### src/rtl/idelay_ctrl_pkg.sv
// Shared FSM state type and lane-index width helper for the IDELAY multi-lane controller.
package idelay_ctrl_pkg;

    localparam int STATE_W = 2;

    typedef enum logic [STATE_W-1:0] {
        ST_CHK    = 2'd0,
        ST_CALC   = 2'd1,
        ST_WRITE  = 2'd2,
        ST_SETTLE = 2'd3
    } state_t;

    // Index width that never collapses to zero bits for a single-entry range.
    function automatic int idx_w(input int n);
        return (n <= 1) ? 1 : $clog2(n);
    endfunction

endpackage

### src/rtl/idelay_step_calc.sv
// Combinational tap-step clamp: moves cur toward tgt by at most MAX_STEP taps
// (MAX_STEP == 0 jumps straight to tgt).
module idelay_step_calc #(
    parameter int CNT_W    = 9,
    parameter int MAX_STEP = 8
) (
    input  logic [CNT_W-1:0] cur,
    input  logic [CNT_W-1:0] tgt,
    output logic [CNT_W-1:0] next_val
);

    localparam logic signed [CNT_W+1:0] LIM  = (CNT_W+2)'(MAX_STEP);
    localparam logic        [CNT_W-1:0] STEP = CNT_W'(MAX_STEP);

    logic signed [CNT_W+1:0] diff;

    // Within the limit cur+diff is simply tgt; clamped steps never overshoot, so no wrap.
    always_comb begin
        diff     = signed'({2'b00, tgt}) - signed'({2'b00, cur});
        next_val = tgt;
        if ((MAX_STEP != 0) && ((diff >= LIM) || (diff <= -LIM))) begin
            if (!diff[CNT_W+1]) begin
                next_val = cur + STEP;
            end else begin
                next_val = cur - STEP;
            end
        end
    end

endmodule

### src/rtl/idelay_multi_set_ctrl.sv
// Round-robin IDELAY tap controller: one FSM steps N_CH lanes toward their targets.
// Optional readback check of each write is enabled by defining IDELAY_READBACK_CHK_EN.
module idelay_multi_set_ctrl
    import idelay_ctrl_pkg::*;
#(
    parameter int N_CH          = 4,
    parameter int CNT_W         = 9,
    parameter int MAX_STEP      = 8,
    parameter int SETTLE_CYCLES = 4
) (
    input  logic                      clk160,
    input  logic                      rstb,
    input  logic [N_CH*CNT_W-1:0]     delay_target,
    input  logic [N_CH*CNT_W-1:0]     delay_out,
    output logic [N_CH*CNT_W-1:0]     delay_set_value,
    output logic [N_CH-1:0]           delay_wr,
    output logic [N_CH-1:0]           delay_ready,
    output logic                      all_ready,
    output logic [idx_w(N_CH)-1:0]    active_ch,
    output logic [N_CH-1:0]           wr_mismatch
);

    localparam int LANE_W = idx_w(N_CH);
    localparam int SCNT_W = idx_w(SETTLE_CYCLES);
    localparam logic [LANE_W-1:0] LAST_CH     = LANE_W'(N_CH - 1);
    localparam logic [SCNT_W-1:0] LAST_SETTLE = SCNT_W'(SETTLE_CYCLES - 1);
    localparam logic [N_CH-1:0]   LANE0_BIT   = N_CH'(1);

    state_t              state;
    logic [LANE_W-1:0]   ch;
    logic [LANE_W-1:0]   ch_next;
    logic [SCNT_W-1:0]   settle_cnt;
    logic [CNT_W-1:0]    cur;
    logic [CNT_W-1:0]    tgt;
    logic [CNT_W-1:0]    out_sel;
    logic [CNT_W-1:0]    tgt_sel;
    logic [CNT_W-1:0]    next_val;
    logic                lane_eq;
    logic [N_CH-1:0]     ready_upd;

    always_comb begin
        out_sel       = delay_out[ch*CNT_W +: CNT_W];
        tgt_sel       = delay_target[ch*CNT_W +: CNT_W];
        lane_eq       = (out_sel == tgt_sel);
        ch_next       = (ch == LAST_CH) ? '0 : ch + 1'b1;
        ready_upd     = delay_ready;
        ready_upd[ch] = lane_eq;
    end

    idelay_step_calc #(
        .CNT_W    (CNT_W),
        .MAX_STEP (MAX_STEP)
    ) u_step_calc (
        .cur      (cur),
        .tgt      (tgt),
        .next_val (next_val)
    );

    always_ff @(posedge clk160 or negedge rstb) begin
        if (!rstb) begin
            state           <= ST_CHK;
            ch              <= '0;
            settle_cnt      <= '0;
            cur             <= '0;
            tgt             <= '0;
            delay_set_value <= '0;
            delay_wr        <= '0;
            delay_ready     <= '0;
            all_ready       <= 1'b0;
        end else begin
            delay_wr <= '0;
            case (state)
                ST_CHK: begin
                    cur         <= out_sel;
                    tgt         <= tgt_sel;
                    delay_ready <= ready_upd;
                    all_ready   <= &ready_upd;
                    if (lane_eq) begin
                        ch <= ch_next;
                    end else begin
                        state <= ST_CALC;
                    end
                end
                // Strobe is registered here so it is high exactly during WRITE.
                ST_CALC: begin
                    delay_set_value[ch*CNT_W +: CNT_W] <= next_val;
                    delay_wr <= LANE0_BIT << ch;
                    state    <= ST_WRITE;
                end
                ST_WRITE: begin
                    settle_cnt <= '0;
                    state      <= ST_SETTLE;
                end
                ST_SETTLE: begin
                    if (settle_cnt == LAST_SETTLE) begin
                        settle_cnt <= '0;
                        ch         <= ch_next;
                        state      <= ST_CHK;
                    end else begin
                        settle_cnt <= settle_cnt + 1'b1;
                    end
                end
                default: state <= ST_CHK;
            endcase
        end
    end

    assign active_ch = ch;

`ifdef IDELAY_READBACK_CHK_EN
    logic            settle_last;
    logic [N_CH-1:0] mismatch;

    assign settle_last = (state == ST_SETTLE) && (settle_cnt == LAST_SETTLE);

    // Sticky until reset: a lane that once failed to take its value stays flagged.
    always_ff @(posedge clk160 or negedge rstb) begin
        if (!rstb) begin
            mismatch <= '0;
        end else if (settle_last && (out_sel != delay_set_value[ch*CNT_W +: CNT_W])) begin
            mismatch[ch] <= 1'b1;
        end
    end

    assign wr_mismatch = mismatch;
`else
    assign wr_mismatch = '0;
`endif

endmodule

### config.mk
export PLATFORM = sky130hd
export DESIGN_NAME = idelay_multi_set_ctrl
export DESIGN_NICKNAME = d
export VERILOG_FILES = /design/src/rtl/idelay_ctrl_pkg.sv /design/src/rtl/idelay_step_calc.sv /design/src/rtl/idelay_multi_set_ctrl.sv
export SDC_FILE = /design/constraint.sdc
export NUM_CORES = 1
export LEC_CHECK = 0
export CORE_ASPECT_RATIO = 0.8
export CORE_MARGIN = 4
export CORE_UTILIZATION = 45
export CTS_BUF_LIST = sky130_fd_sc_hd__clkbuf_8
export DETAILED_ROUTE_END_ITERATION = 10
export PLACE_DENSITY = 0.77
export SLEW_MARGIN = 20
export SYNTH_ARGS = -nofsm -noshare
export SYNTH_HDL_FRONTEND = slang
export SYNTH_SLANG_ARGS = --single-unit
### constraint.sdc
create_clock -name clk160 -period 9.3 [get_ports clk160]
set_input_delay 2.79 -clock clk160 [delete_from_list [all_inputs] [get_ports clk160]]
set_output_delay 2.79 -clock clk160 [all_outputs]
set_load 0.02 [all_outputs]
==> impl_results.md <==
* Final setup fails at 0
* Die Ht at 93.69 um
* Mean post-synth cell area at 10.62 um^2
* Hold Path Stages at 2
* Setup Skew at 0.008913 ns
* Worst VDD drop at 164.4 uV
* Max Buffers Root-to-Sink at 2
* H-tree Lvls at 3
* Number of enable flip-flop cells after synthesis at 0
* Max Fclk at 205.2 MHz
* Setup TNS at 0 ns
* Vias in the first global route at 3567
* Post-layout min period at 4.873 ns
* Synth top cells by count: dfrtp_1 (69), nand2_1 (57), o21ai_0 (41)
* Crit Path Class: primary input to register
* Share of layout cells above drive strength 1 at 11.33%
* Max_slew headroom at 37.88%
* Fillers at 715
* Die W at 115.1 um
* Final Power at 2.206 mW
* Status: finished clean
* Via Count at 3450
* Post-synth top area cell: dfrtp_1
* RSZ-0062 raised after global routing: false
* WHS Endpoint: delay_set_value[5]
* Post-synthesis cell area at 0.004130 mm^2
* Required time worst endpoint at 9.55 ns
* Worst-skew pair later-pin latency at 0.35 ns
* Root Driver: clkbuf_8
* Core ar. at 0.008708 mm^2
* Io pins at 125
* TritonCTS clock tree: done
* Reg clk slew, reported paths at 0.08 ns
* Remaining Overflow, GRT at 0
* Max Slew Vio Count at 0
* WP buf/inv at 1
* Max-cap viol count at 0
* Critical Path Source Type: primary input
* Worst Setup End Kind: register
* GRT Resource Usage Total at 21.40%
* Synth top area cells: dfrtp_1 (42%), mux4_2 (9.8%), ha_1 (8.2%)
* Synth Warn # at 0
* Final core occ at 64.48%
* Top-count cell post-synth: dfrtp_1
* Netlist cell types at 57
* Critical path's top delay family: simple AND/OR/NAND/NOR gates
* Min-Delay Path Class: register to register
* R2R Path Start: cur[3]
* Worst-path maximum fanout at 7
* Num CTS Buffers at 9
* Number of diodes at 0
* CTS sink count at 69
* First-pass GRT wire length at 17.91 mm
* Hold Vio Cnt, Final at 0
* Initial core utilization at 47.43%
* Post-synth ARST share at 100.0%
* Synth Instances at 389
* Port-buffer cells at 120
* HPWL after DPL at 8.633 mm
* DIE AREA at 0.01078 mm^2
* Initial DRC Count at 145
* Critical Path, Cell by Cell: clkdlybuf4s50_1 > mux4_2 > xnor2_1 > nand3_1 > nor4_2 > mux2i_1 > nor2_1 > nand2_1 > o21ai_0
* Crit path max-delay cell type: nor4_2
* Post-CTS Setup Bufs at 0
* Power density over cell area at 392.9 mW/mm^2
* Synthesis-to-finish area growth at 35.96%
* DRC viols at 0
* Primary FF master, synth: dfrtp_1
* WP data arrival at 5.12 ns
* Gates resized, CTS repair at 0
* Final WL at 11.07 mm
* Final period utilization at 52.40%
* Setup slack, reg-to-reg at 5.36 ns
* Sequential area share after synthesis at 41.81%
* WL/cell at 17.73 um
* Hold-fix buffers at CTS at 0
* Final net count at 608
* Hold Crit Start: delay_set_value[5]
* DR pass1 iterations at 4
* Area fraction of the dominant cell type after synthesis at 41.81%
* RR Endpoint: delay_set_value[16]
* Antenna violations before repair at 0
* Max stage delay on crit path at 0.56 ns
* Routability Congestion at 0.8724
* Site Rows at 30
* Via/cell ratio at 5.529
* Register bit total from synthesis at 69
* Slew @ Worst Pin at 0.9318 ns
* Reg2Reg Depth at 14
* Leakage at 2.414 nW
* Post-DRT Antenna Nets at 0
* Largest net degree at the start of global routing at 70
==> cell usage in the layout (no fill, tap or decap), types with 2 or more instances in the layout <==
| cell type | n |
|---|---|
| inv_6 | 4 |
| nand3_1 | 2 |
| nand2_1 | 57 |
| o21a_1 | 3 |
| a32o_1 | 4 |
| or2_2 | 3 |
| mux2_2 | 14 |
| nor3_1 | 5 |
| a21oi_1 | 7 |
| clkdlybuf4s50_1 | 119 |
| bufinv_16 | 2 |
| nor2b_1 | 3 |
| buf_4 | 3 |
| a2111oi_0 | 3 |
| nor2_1 | 13 |
| a21o_1 | 5 |
| inv_1 | 18 |
| xnor2_1 | 13 |
| mux2i_1 | 9 |
| nor4_1 | 3 |
| o22ai_1 | 2 |
| clkbuf_8 | 9 |
| nand2b_1 | 5 |
| o21ai_0 | 41 |
| xor2_1 | 6 |
| conb_1 | 4 |
| and2_1 | 6 |
| ha_1 | 27 |
| mux4_2 | 18 |
| dfrtp_1 | 69 |
| o21ai_1 | 8 |
==> cell type report <==
type                            instances  area (um^2)  area share (%)
Clock buffer                            9        123.9           2.206
Tap cell                              112        140.1           2.496
Clock inverter                          7        103.9           1.849
Inverter                               18        67.56           1.203
Timing Repair Buffer                  123         1219           21.70
Multi-Input combinational cell        286         2235           39.79
Sequential cell                        69         1727           30.75
==> how the worst max path moves through the flow <==
stage / start / to / slack (ns) / cells after the start
after floorplan: delay_out[31] / active_ch[1] / 4.88 / 7
after global placement: delay_out[34] / active_ch[0] / 4.20 / 8
after detailed placement: delay_out[26] / active_ch[1] / 4.05 / 7
after CTS: delay_out[26] / active_ch[1] / 4.41 / 8
after global routing: delay_target[34] / active_ch[1] / 4.18 / 9
final: delay_out[34] / active_ch[1] / 4.43 / 9
==> power by group <==
group / total (mW) / leakage [nW] / internal, mW / switching, mW
sequential: 0.528 / 0.906 / 0.423 / 0.106
combinational: 1.39 / 1.39 / 0.618 / 0.776
clock: 0.284 / 0.115 / 0.155 / 0.128
==> through the flow <==
step | area, um^2 | hold slack, ns | instances | worst slack [ns]
floorplan | 4141 | 0.4698 | 392 | 4.877
global placement | 5388 | 0.4648 | 608 | 4.204
detailed placement | 5388 | 0.4704 | 608 | 4.049
CTS | 5615 | 0.4890 | 624 | 4.412
global route | 5615 | 0.5202 | 624 | 4.181
finish | 5615 | 0.4823 | 624 | 4.427
==> kinds of logic (layout without fill, tap and decap cells) <==
kind of cell             count (synthesis)  in the layout  synth area share (%)
adder cells (fa/ha/maj)                 27             27                 8.179
flip-flops                              69             69                 41.81
multiplexers                            41             41                 15.81
AND/OR/NAND/NOR                        107            107                 12.33
AO/OA/AOI/OAI                           88             88                 13.39
buffers and inverters                   37            157                 4.362
other                                    1              4               0.09079
XOR/XNOR                                19             19                 4.029
==> worst reg2reg max path, cell delays in order, from the launching register on <==
cell and delay [ns]:
dfrtp_1 0.38, inv_1 0.10, ha_1 0.39, a21oi_1 0.26
nand2b_1 0.10, o221a_2 0.29, a21oi_2 0.40, xnor2_1 0.18
ha_1 0.23, nor2_1 0.05, a2111oi_0 0.65, nor4_1 0.11
nand4b_1 0.20, mux2i_1 0.34, o21ai_1 0.13
==> sequential cells by signal (all words and copies together) (netlist names) <==
register         count
delay_set_value     36
cur                  9
tgt                  9
delay_ready          4
delay_wr             4
active_ch            2
settle_cnt           2
state                2
all_ready            1
==> routing by layer <==
metal / global-route usage (%) / part of all wire, % / up-vias
li1: - / - / 1634
met1: 27.70 / 43 / 1667
met2: 36.13 / 48 / 140
met3: 5.151 / 7.7 / 9
met4: 5.474 / 1.0 / 0
met5: 0 / 0 / -
No activity file was read; power rests on OpenSTA's default activity.
